$ cat src/rtl/genram_pkg.sv
// Shared definitions for the genram_dp dual-port RAM: state encoding and
// byte-lane helpers.
package genram_pkg;

  localparam logic [0:0] GENRAM_CLEAR = 1'b0;
  localparam logic [0:0] GENRAM_RUN   = 1'b1;

  function automatic int genram_nb(input int dw);
    return dw / 8;
  endfunction

  function automatic bit genram_dw_ok(input int dw);
    return (dw % 8) == 0;
  endfunction

endpackage

$ cat src/rtl/genram_clr_ctrl.sv
// Post-reset clear sweep for genram_dp: CLEAR/RUN FSM, clr_addr counter,
// busy, and the write-port mux that selects between the sweep and the user.
module genram_clr_ctrl
  import genram_pkg::*;
#(
  parameter int AW = 4,
  parameter int NB = 4
) (
  input  logic          clk,
  input  logic          rst_n,
  input  logic          we,
  input  logic [AW-1:0] waddr,
  input  logic [NB-1:0] wbe,
  output logic          busy,
  output logic          sel_clr,
  output logic          mem_we,
  output logic [AW-1:0] mem_waddr,
  output logic [NB-1:0] mem_wbe
);

  logic [0:0]    state;
  logic [AW-1:0] clr_addr;

  // Single terminal-count compare; the counter parks on the last address.
  always_ff @(posedge clk or negedge rst_n) begin
    if (!rst_n) begin
      state    <= GENRAM_CLEAR;
      clr_addr <= '0;
    end else if (state == GENRAM_CLEAR) begin
      if (&clr_addr) state    <= GENRAM_RUN;
      else           clr_addr <= clr_addr + AW'(1);
    end
  end

  assign busy      = (state == GENRAM_CLEAR);
  assign sel_clr   = busy;
  assign mem_we    = busy ? 1'b1     : we;
  assign mem_waddr = busy ? clr_addr : waddr;
  assign mem_wbe   = busy ? '1       : wbe;

endmodule

$ cat src/rtl/genram_dp.sv
// Simple-dual-port RAM with byte-write enables, registered read and a
// post-reset clear sweep. Define GENRAM_BYPASS_EN for write-first collisions.
module genram_dp
  import genram_pkg::*;
#(
  parameter int AW = 4,
  parameter int DW = 32
) (
  input  logic            clk,
  input  logic            rst_n,
  output logic            busy,
  input  logic            we,
  input  logic [AW-1:0]   waddr,
  input  logic [DW/8-1:0] wbe,
  input  logic [DW-1:0]   wdata,
  input  logic            re,
  input  logic [AW-1:0]   raddr,
  output logic [DW-1:0]   rdata,
  output logic            rvalid
);

  localparam int NB    = genram_nb(DW);
  localparam int DEPTH = 2 ** AW;

  if (!genram_dw_ok(DW)) begin : g_dw_chk
    $error("genram_dp: DW must be a multiple of 8");
  end

  logic [NB-1:0][7:0] mem [DEPTH];
  logic [NB-1:0][7:0] wdata_l;
  logic [NB-1:0][7:0] wr_word;
  logic [NB-1:0][7:0] rd_word;
  logic               sel_clr;
  logic               mem_we;
  logic [AW-1:0]      mem_waddr;
  logic [NB-1:0]      mem_wbe;

  genram_clr_ctrl #(.AW(AW), .NB(NB)) u_clr (
    .clk       (clk),
    .rst_n     (rst_n),
    .we        (we),
    .waddr     (waddr),
    .wbe       (wbe),
    .busy      (busy),
    .sel_clr   (sel_clr),
    .mem_we    (mem_we),
    .mem_waddr (mem_waddr),
    .mem_wbe   (mem_wbe)
  );

  assign wdata_l = wdata;
  assign wr_word = sel_clr ? '0 : wdata_l;

  // Array has no reset; the sweep is the only thing that clears it.
  for (genvar i = 0; i < NB; i++) begin : g_lane
    always_ff @(posedge clk) begin
      if (mem_we && mem_wbe[i]) mem[mem_waddr][i] <= wr_word[i];
    end
  end

`ifdef GENRAM_BYPASS_EN
  always_comb begin
    rd_word = mem[raddr];
    if (we && (waddr == raddr)) begin
      for (int i = 0; i < NB; i++) begin
        if (wbe[i]) rd_word[i] = wdata_l[i];
      end
    end
  end
`else
  assign rd_word = mem[raddr];
`endif

  always_ff @(posedge clk or negedge rst_n) begin
    if (!rst_n) begin
      rdata  <= '0;
      rvalid <= 1'b0;
    end else if (!busy && re) begin
      rdata  <= rd_word;
      rvalid <= 1'b1;
    end else begin
      rvalid <= 1'b0;
    end
  end

endmodule

$ cat config.mk
export PLATFORM = sky130hd
export DESIGN_NAME = genram_dp
export DESIGN_NICKNAME = d
export VERILOG_FILES = /design/src/rtl/genram_pkg.sv /design/src/rtl/genram_clr_ctrl.sv /design/src/rtl/genram_dp.sv
export SDC_FILE = /design/constraint.sdc
export NUM_CORES = 1
export LEC_CHECK = 0
export BUFFER_PORTS_ARGS = -buffer_cell sky130_fd_sc_hd__buf_2
export CORE_ASPECT_RATIO = 0.8
export CORE_MARGIN = 2
export CORE_UTILIZATION = 55
export CTS_BUF_LIST = sky130_fd_sc_hd__clkbuf_2
export CTS_CLUSTER_DIAMETER = 120
export CTS_CLUSTER_SIZE = 16
export DETAILED_ROUTE_END_ITERATION = 16
export GPL_TIMING_DRIVEN = 0
export PLACE_DENSITY = 0.78
export SKIP_CTS_REPAIR_TIMING = 1
export SLEW_MARGIN = 25
export SYNTH_ARGS = -nofsm -noshare
export SYNTH_HDL_FRONTEND = slang
export SYNTH_SLANG_ARGS = --single-unit
$ cat constraint.sdc
create_clock -name clk -period 2.54 [get_ports clk]
set_input_delay 0.762 -clock clk [delete_from_list [all_inputs] [get_ports clk]]
set_output_delay 0.762 -clock clk [all_outputs]
set_load 0.01 [all_outputs]
==> flow_summary.toml, run 1 <==
[final_layout]
instances_no_fill = 2033
fin_nets = 1521
multi_input_area_um2 = 5120
area_growth_syn_to_layout_pct = 7.42
seq_area_um2 = 16300
n_fill_cell = 2924
drive_gt1_share_pct = 18.1

[die]
core_area_um2 = 39300
dieArea_um2 = 41200
dieWidth_um = 226
dieHeight_um = 182
io_pins = 82
rows = 65
initial_core_util_pct = 55.4

[detailed_routing]
drtIter0Drc = 1877
first_pass_iters = 6
vias_per_cell = 6.16
wl_met3_um = 6600
wl_met2_um = 25100
drc = 0
ant_nets = 0
met1Wirelength_um = 21800
routedWlPerCell_um = 27.0
maxUsedRoutingLayer = "met4"
via_count = 12526
wirelength_um = 54900

[placement]
place.gp.congestion = 0.912
post-dp-hpwl_um = 36000
dp_cells = 1962
portBuffers = 80
preCtsSetupSlack_ns = -0.237

[synthesis]
synth_fp_nets = 1395
netlist-cell-type-count = 36
synth_commonest_cells = "512 x edfxtp_1, 256 x mux2i_1, 131 x nand2_1, 76 x nand3_1, 73 x a22oi_1"
synth_area_leader_cell = "edfxtp_1"
syn-cell-area_um2 = 21800
yosysMostFrequentCell = "edfxtp_1"
yosys_warnings = 0
ys_seq_area_share_pct = 75.0
syn_inst = 1346
avgSynthCellArea_um2 = 16.2
synth_top_area_share_pct = 70.6
synth_edf_count = 512
ys_top_cells_by_area = "edfxtp_1 71%, mux2i_1 12%, dfrtp_1 4.4%"
ys.flop_type = "edfxtp_1"
synthArstFlopShare_pct = 6.91
ys_ff_latch = 550

[clocking]
cts_buffers = 40
cts_tree = "built"
h-tree-depth = 2
worstSkewPairLatency_ns = 1.01
clk_pin_slew_ns = 0.30
clockBufferDepth = 3
cts_sinks = 550
clock-root-buffer = "clkbuf_2"

[sta]
maxSlewViolCount = 0
hold_violations = 0
max_freq_mhz = 385
rsz0062_at_grt = "yes"
period_share_pct = 102
worst_pin_slew_ns = 1.01
fin_tns_setup_ns = -0.0612
skew_ns = 0.0813
setup_viol = 3
timing.slew.headroom_pct = 32.8
finalCriticalPeriod_ns = 2.60
timing.final.ws_setup_ns = -0.0571

[pwr]
leakagePower_uw = 0.00830
cellPowerDensity_nw_per_um2 = 619
ir_drop_v = 0.000469

[outcome]
status = "finished with violations"
violations = "negative setup slack"

[worst_hold_path]
hold_path_class = "in -> reg"

[critical_path]
cp-end-kind = "output port"
start_kind = "register"
path_class = "reg -> out"
cp_data_arrival_time_ns = 1.84
crit_required_ns = 1.78
worstPathMaxFanout = 8

[global_route]
overflow = 0
grt_use_total_pct = 27.0
grt_start_max_net_pins = 39
grt_pass1_wl_um = 78100
grt_pass1_vias = 12035
antenna_found_initial = 1

[run]
maxCapViolCount = 0
worst max-delay path: stages, from the launching register on:
cell,delay (ns)
dfrtp_2,0.50
buf_4,0.16
clkinv_8,0.07
buf_6,0.10
flip-flops by register name, indices dropped and copies added, names as in the netlist:
| signal | cells |
|---|---|
| mem | 512 |
| rdata | 32 |
| u_clr.clr_addr | 4 |
| rvalid | 1 |
| u_clr.state | 1 |
path summary, 6_finish.rpt:
check	startpoint	to	slack [ns]	cells after the start
worst min-delay path	raddr[3]	rdata[31]	0.17	4
max in group asynchronous	rst_n	rdata[19]	1.73	2
worst min register to register	rdata[13]	rdata[13]	0.52	2
worst max-delay path	u_clr.state	busy	-0.06	3
worst max register to register	u_clr.state	mem[2][7]	0	5
min in group asynchronous	rst_n	rdata[2]	0.28	2
stage by stage:
stage	instance area, um2	hold WS (ns)	utilization, %	total power (uW)
final	23400	0.169	59.6	14500
after floorplan	21800	0.466	-	10900
after CTS	23200	-0.272	59.0	14400
after global routing	23400	0.139	59.6	14900
after detailed placement	22900	0.466	58.2	11300
after global placement	22900	0.462	58.2	11300
final cells by class:
cell class	instances	share of cell area [%]
sequential	550	69.8
multi-input combinational	717	21.9
tap	536	2.87
buffer	74	2.01
timing repair buffer	84	1.89
clock buffer	65	1.39
inverter	5	0.134
clock inverter	1	0.0481
antenna	1	0.0107
placed cells by master, fill, tap and decap left out, types with 2 or more instances in the layout:
cell type	instances
o21ai_0	2
buf_6	11
and2_1	33
a22oi_1	73
xnor2_1	2
nand4_1	24
nor2b_1	3
nand2_1	131
dfrtp_1	37
edfxtp_1	512
a32o_1	2
nor2_2	57
inv_1	4
clkbuf_2	65
buf_2	102
mux2i_1	256
nand3_1	76
clkbuf_1	18
buf_4	23
a21oi_1	35
nor2_1	9
report_power, final:
group,internal [uW],total [uW],switching (uW)
sequential,10000,10000,53.1
clock,655,3300,2650
combinational,354,1130,775
logic make-up after synthesis:
logic type,synth area share (%)
AO/OA/AOI/OAI,3.84
XOR/XNOR,0.0804
adder cells (fa/ha/maj),0.0574
buffers and inverters,2.24
flip-flops,75.0
multiplexers,11.8
AND/OR/NAND/NOR,7.00
per-layer routing:
metal	track usage (%)	up-vias
li1	-	5377
met1	37.9	6268
met2	41.4	779
met3	7.22	102
met4	8.50	0
met5	0	-
Note: power is estimated with default switching activity, not from simulation.
==> run 2: changes to the inputs <==
==> constraint.sdc (replaced) <==
create_clock -name clk -period 3.1 [get_ports clk]
set_input_delay 0.31 -clock clk [delete_from_list [all_inputs] [get_ports clk]]
set_output_delay 0.31 -clock clk [all_outputs]
set_load 0.01 [all_outputs]
==> run 2 against run 1 <==
The flow finishes with violations (negative hold slack). Sequential cell count did not move. Sequential share of layout area is 0.67 points lower. Die area is the same. Final cell count up 1.7%. First-iteration DRC count is 13% lower. Setup slack improved by 0.28 ns. Final area is 0.96% higher. Clock-buffer cell count stayed put. Clock skew decreased by 0.0076 ns. Clock power down 18%.
==> flow_summary.toml, run 2 (synthesis gave the netlist of run 1 again) <==
[detailed_routing]
drtIter0Drc = 1642
via_count = 12668
ant_nets = 0
wirelength_um = 55600
first_pass_iters = 7
drc = 0
routedWlPerCell_um = 26.9
vias_per_cell = 6.13

[final_layout]
drive_gt1_share_pct = 14.2
instances_no_fill = 2068
top_regs = "mem: 512 flops, rdata: 32 flops, u_clr.clr_addr: 4 flops"
n_fill_cell = 2891
fin_nets = 1556
regMostFlops = "mem"
layout_commonest_cell = "edfxtp_1"
largest_reg_flops = 512
area_growth_syn_to_layout_pct = 8.45
most-common-layout-cells = "512 x edfxtp_1, 256 x mux2i_1, 131 x nand2_1"

[run]
maxCapViolCount = 0

[placement]
dp_cells = 1962
place.gp.congestion = 0.912
post-dp-hpwl_um = 36000
preCtsSetupSlack_ns = 0.447
portBuffers = 80

[sta]
hold_ws_ns = -0.0221
timing.final.ws_setup_ns = 0.223
max_freq_mhz = 348
worst_pin_slew_ns = 1.13
finalCriticalPeriod_ns = 2.88
setup_viol = 0
fin_tns_setup_ns = 0
skew_ns = 0.0738
maxSlewViolCount = 0
timing.slew.headroom_pct = 24.1
rsz0062_at_grt = "no"
hold_violations = 11
period_share_pct = 92.8

[critical_path]
crit_required_ns = 3.70
path_class = "reg -> reg"
cp_data_arrival_time_ns = 3.47
cp-end-kind = "register"
start_kind = "register"
worstPathMaxFanout = 10

[pwr]
pwr-share-seq_pct = 69.1
switchingPower_uw = 2860
pwr-share-comb_pct = 8.1
ir_drop_v = 0.000385
p_clk_share_pct = 22.8
leakagePower_uw = 0.00847
cellPowerDensity_nw_per_um2 = 504
intPower_uw = 9050
switching_share_pct = 24.0

[outcome]
status = "finished with violations"
violations = "negative hold slack"

[global_route]
grt_use_total_pct = 27.0
grt_start_max_net_pins = 39
overflow = 0
antenna_found_initial = 1
grt_pass1_vias = 12035
grt_pass1_wl_um = 78100

[clocking]
clk_pin_slew_ns = 0.30
clock-root-buffer = "clkbuf_2"
worstSkewPairLatency_ns = 1.01
clockBufferDepth = 3
h-tree-depth = 2
cts_buffers = 40
cts_sinks = 550
cts_tree = "built"

[die]
dieHeight_um = 182
dieArea_um2 = 41200
core_area_um2 = 39300
rows = 65
initial_core_util_pct = 55.4
io_pins = 82
dieWidth_um = 226

[worst_hold_path]
hold_path_class = "in -> reg"
## run 2: changes by cell type in the layout (fill, tap and decap cells not counted), moves of 3 or more
| cell | previous run | this run |
|---|---|---|
| buf_4 | 23 | 20 |
| dlygate4sd3_1 | 1 | 38 |
| nor2_2 | 57 | 9 |
| nor2_1 | 9 | 58 |
## run 2: final cells by class
type | count | area (um2) | share of cell area [%]
sequential | 550 | 16300 | 69.1
antenna | 1 | 2.50 | 0.0106
timing repair buffer | 119 | 811 | 3.43
buffer | 74 | 469 | 1.99
clock buffer | 65 | 325 | 1.38
inverter | 5 | 18.8 | 0.0795
tap | 536 | 671 | 2.84
multi-input combinational | 717 | 4990 | 21.1
clock inverter | 1 | 11.3 | 0.0477
## run 2: metal layers
metal / track usage [%] / share of wire (%) / vias up
li1: - / - / 5453
met1: 37.9 / 39 / 6315
met2: 41.4 / 46 / 772
met3: 7.22 / 12 / 126
met4: 8.50 / 3.3 / 2
met5: 0 / 0.16 / -
## run 2: power groups by stage
stage,clock network (uW),logic [uW],registers [uW]
6_report,2710,962,8230
5_1_grt,2990,1020,8240
4_1_cts,2700,901,8230
2_1_floorplan,0,495,8400
3_5_place_dp,0,899,8390
3_3_place_gp,0,872,8390
## run 2: final timing paths
check / startpoint / to / slack [ns] / depth (start not counted)
max: u_clr.state / mem[1][25] / 0.22 / 6
max in group asynchronous: rst_n / rdata[19] / 2.48 / 4
min in group asynchronous: rst_n / rdata[2] / 0.30 / 4
min: raddr[0] / rdata[25] / -0.02 / 5
max reg2reg: u_clr.state / mem[1][25] / 0.22 / 6
min reg2reg: rdata[13] / rdata[13] / 0.52 / 2
## run 2: metrics by stage
stage          utilization (%)  hold slack, ns  cell area [um2]  power (uW)
6_report                  60.1         -0.0221            23600       11900
5_1_grt                   60.1         0.00156            23600       12300
4_1_cts                   59.0          -0.724            23200       11800
3_5_place_dp              58.2           0.401            22900        9290
3_3_place_gp              58.2           0.462            22900        9260
2_1_floorplan                -          0.0144            21800        8900
## run 2: worst max-delay path, cell delays in order (launching register included)
cell and delay, ns:
dfrtp_1 0.50, buf_4 0.21, buf_4 0.24, nand2_1 0.10, o32ai_2 0.19, nand2_1 0.32
nor2_1 0.90
==> run 3: changes to the inputs <==
--- a/config.mk
+++ b/config.mk
@@ -6,6 +6,8 @@
 export NUM_CORES = 1
 export LEC_CHECK = 0
 export BUFFER_PORTS_ARGS = -buffer_cell sky130_fd_sc_hd__buf_2
+export CELL_PAD_IN_SITES_DETAIL_PLACEMENT = 1
+export CELL_PAD_IN_SITES_GLOBAL_PLACEMENT = 1
 export CORE_ASPECT_RATIO = 0.8
 export CORE_MARGIN = 2
 export CORE_UTILIZATION = 55
@@ -14,7 +16,7 @@
 export CTS_CLUSTER_SIZE = 16
 export DETAILED_ROUTE_END_ITERATION = 16
 export GPL_TIMING_DRIVEN = 0
-export PLACE_DENSITY = 0.78
+export PLACE_DENSITY = 0.88
 export SKIP_CTS_REPAIR_TIMING = 1
 export SLEW_MARGIN = 25
 export SYNTH_ARGS = -nofsm -noshare
==> run 3 against run 2 <==
The flow still finishes with violations (negative hold slack). Largest cell class unchanged. Final area rose by 0.13%. Global-route usage rose by 4.0 points. First-iteration DRC count fell by 4.1%. Combinational power rose by 3.3%. Largest power group unchanged. Setup slack got worse by 0.17 ns. Clock skew rose by 0.015 ns. Worst hold slack got worse by 0.020 ns. Non-clock buffer count fell by 1. Sequential cell count did not move. Fmax fell by 5.5%.
==> flow_summary.toml, run 3 (synthesis gave the netlist of run 1 again) <==
[outcome]
status = "finished with violations"
violations = "negative hold slack"

[worst_hold_path]
hold_path_class = "in -> reg"

[global_route]
grt_use_total_pct = 31.0
grt_pass1_wl_um = 89300
antenna_found_initial = 1
grt_pass1_vias = 13639
grt_start_max_net_pins = 39
overflow = 0

[placement]
place.gp.congestion = 0.876
post-dp-hpwl_um = 42300
preCtsSetupSlack_ns = 0.202
dp_cells = 1962
portBuffers = 80

[critical_path]
cpPeakStageDelay_ns = 0.92
cp-end-kind = "register"
worstPathCellList = "buf_4 > buf_4 > nand3_1 > o21ai_0 > nand2_1 > nor2_1"
cpMostUsedCell = "buf_4"
worstPathMaxFanout = 10
crit_buf_inv = 2
crit_family = "simple AND/OR/NAND/NOR gates"
crit_required_ns = 3.75
path_class = "reg -> reg"
cp_data_arrival_time_ns = 3.69
start_kind = "register"
crit_slowest_cell = "nor2_1"

[clocking]
cts_buffers = 40
cts_tree = "built"
clockBufferDepth = 3
h-tree-depth = 2
clk_pin_slew_ns = 0.29
worstSkewPairLatency_ns = 1.05
cts_sinks = 550
clock-root-buffer = "clkbuf_2"

[final_layout]
top_regs = "mem: 512 flops, rdata: 32 flops, u_clr.clr_addr: 4 flops"
instances_no_fill = 2073
n_fill_cell = 3649
most-common-layout-cells = "512 x edfxtp_1, 256 x mux2i_1, 131 x nand2_1"
area_growth_syn_to_layout_pct = 8.59
fin_nets = 1555
seq_area_um2 = 16300
regMostFlops = "mem"
multi_input_area_um2 = 5000
largest_reg_flops = 512
post-route-util_pct = 60.2
layout_commonest_cell = "edfxtp_1"
drive_gt1_share_pct = 14.8

[die]
rows = 65
dieHeight_um = 182
core_area_um2 = 39300
initial_core_util_pct = 55.4
dieWidth_um = 226
io_pins = 82
dieArea_um2 = 41200

[sta]
setup_viol = 0
maxSlewViolCount = 0
hold_violations = 1
timing.slew.headroom_pct = 24.8
fin_tns_setup_ns = 0
period_share_pct = 98.2
finalCriticalPeriod_ns = 3.05
skew_ns = 0.0892
max_freq_mhz = 328
timing.final.ws_setup_ns = 0.0543
worst_pin_slew_ns = 1.12
rsz0062_at_grt = "no"
hold_ws_ns = -0.0426

[pwr]
pwr-share-comb_pct = 8.2
p_clk_share_pct = 23.4
ir_drop_v = 0.000302
total_power_uw = 12000
pwr-share-seq_pct = 68.3
cellPowerDensity_nw_per_um2 = 509
switching_share_pct = 24.5
leakagePower_uw = 0.00848
switchingPower_uw = 2950
intPower_uw = 9100

[run]
maxCapViolCount = 0

[detailed_routing]
ant_nets = 0
vias_per_cell = 6.25
wirelength_um = 64000
drc = 0
first_pass_iters = 6
via_count = 12962
routedWlPerCell_um = 30.9
drtIter0Drc = 1574
## run 3: metal layers
layer | vias up | wire length (um) | track usage, %
li1 | 5454 | - | -
met1 | 6664 | 24600 | 40.7
met4 | 0 | 2280 | 12.4
met2 | 697 | 30900 | 49.8
met5 | - | 0 | 0
met3 | 147 | 6200 | 7.78
## run 3: power groups by stage
stage	sequential [uW]	combinational [uW]	clock [uW]
6_report	8240	994	2820
5_1_grt	8240	1040	3080
4_1_cts	8240	933	2820
3_5_place_dp	8390	929	0
3_3_place_gp	8390	876	0
2_1_floorplan	8400	495	0
## run 3: final cells by class
class,count,area share [%]
Clock buffer,71,1.50
Sequential cell,550,69.0
Buffer,74,1.98
Clock inverter,1,0.0476
Multi-Input combinational cell,717,21.1
Tap cell,536,2.84
Timing Repair Buffer,118,3.39
Antenna cell,1,0.0106
Inverter,5,0.0794
## run 3: final timing paths
check / startpoint / endpoint / slack, ns / cells after the start
min: raddr[0] / rdata[28] / -0.04 / 5
min in group asynchronous: rst_n / rdata[12] / 0.30 / 4
max: u_clr.state / mem[11][8] / 0.05 / 6
max in group asynchronous: rst_n / rdata[25] / 2.43 / 4
max reg2reg: u_clr.state / mem[11][8] / 0.05 / 6
min reg2reg: rdata[12] / rdata[12] / 0.52 / 2
## run 3: per-stage QoR
step	hold slack [ns]	area (um2)
2_1_floorplan	0.0144	21800
3_3_place_gp	0.460	22900
3_5_place_dp	0.404	22900
4_1_cts	-0.765	23200
5_1_grt	0.0258	23700
6_report	-0.0426	23700
## run 3: worst reg2reg max path, stage by stage, from the launching register on
cell     delay (ns)
dfrtp_1        0.49
buf_4          0.21
buf_4          0.28
nand3_1        0.10
o21ai_0        0.31
nand2_1        0.37
nor2_1         0.92
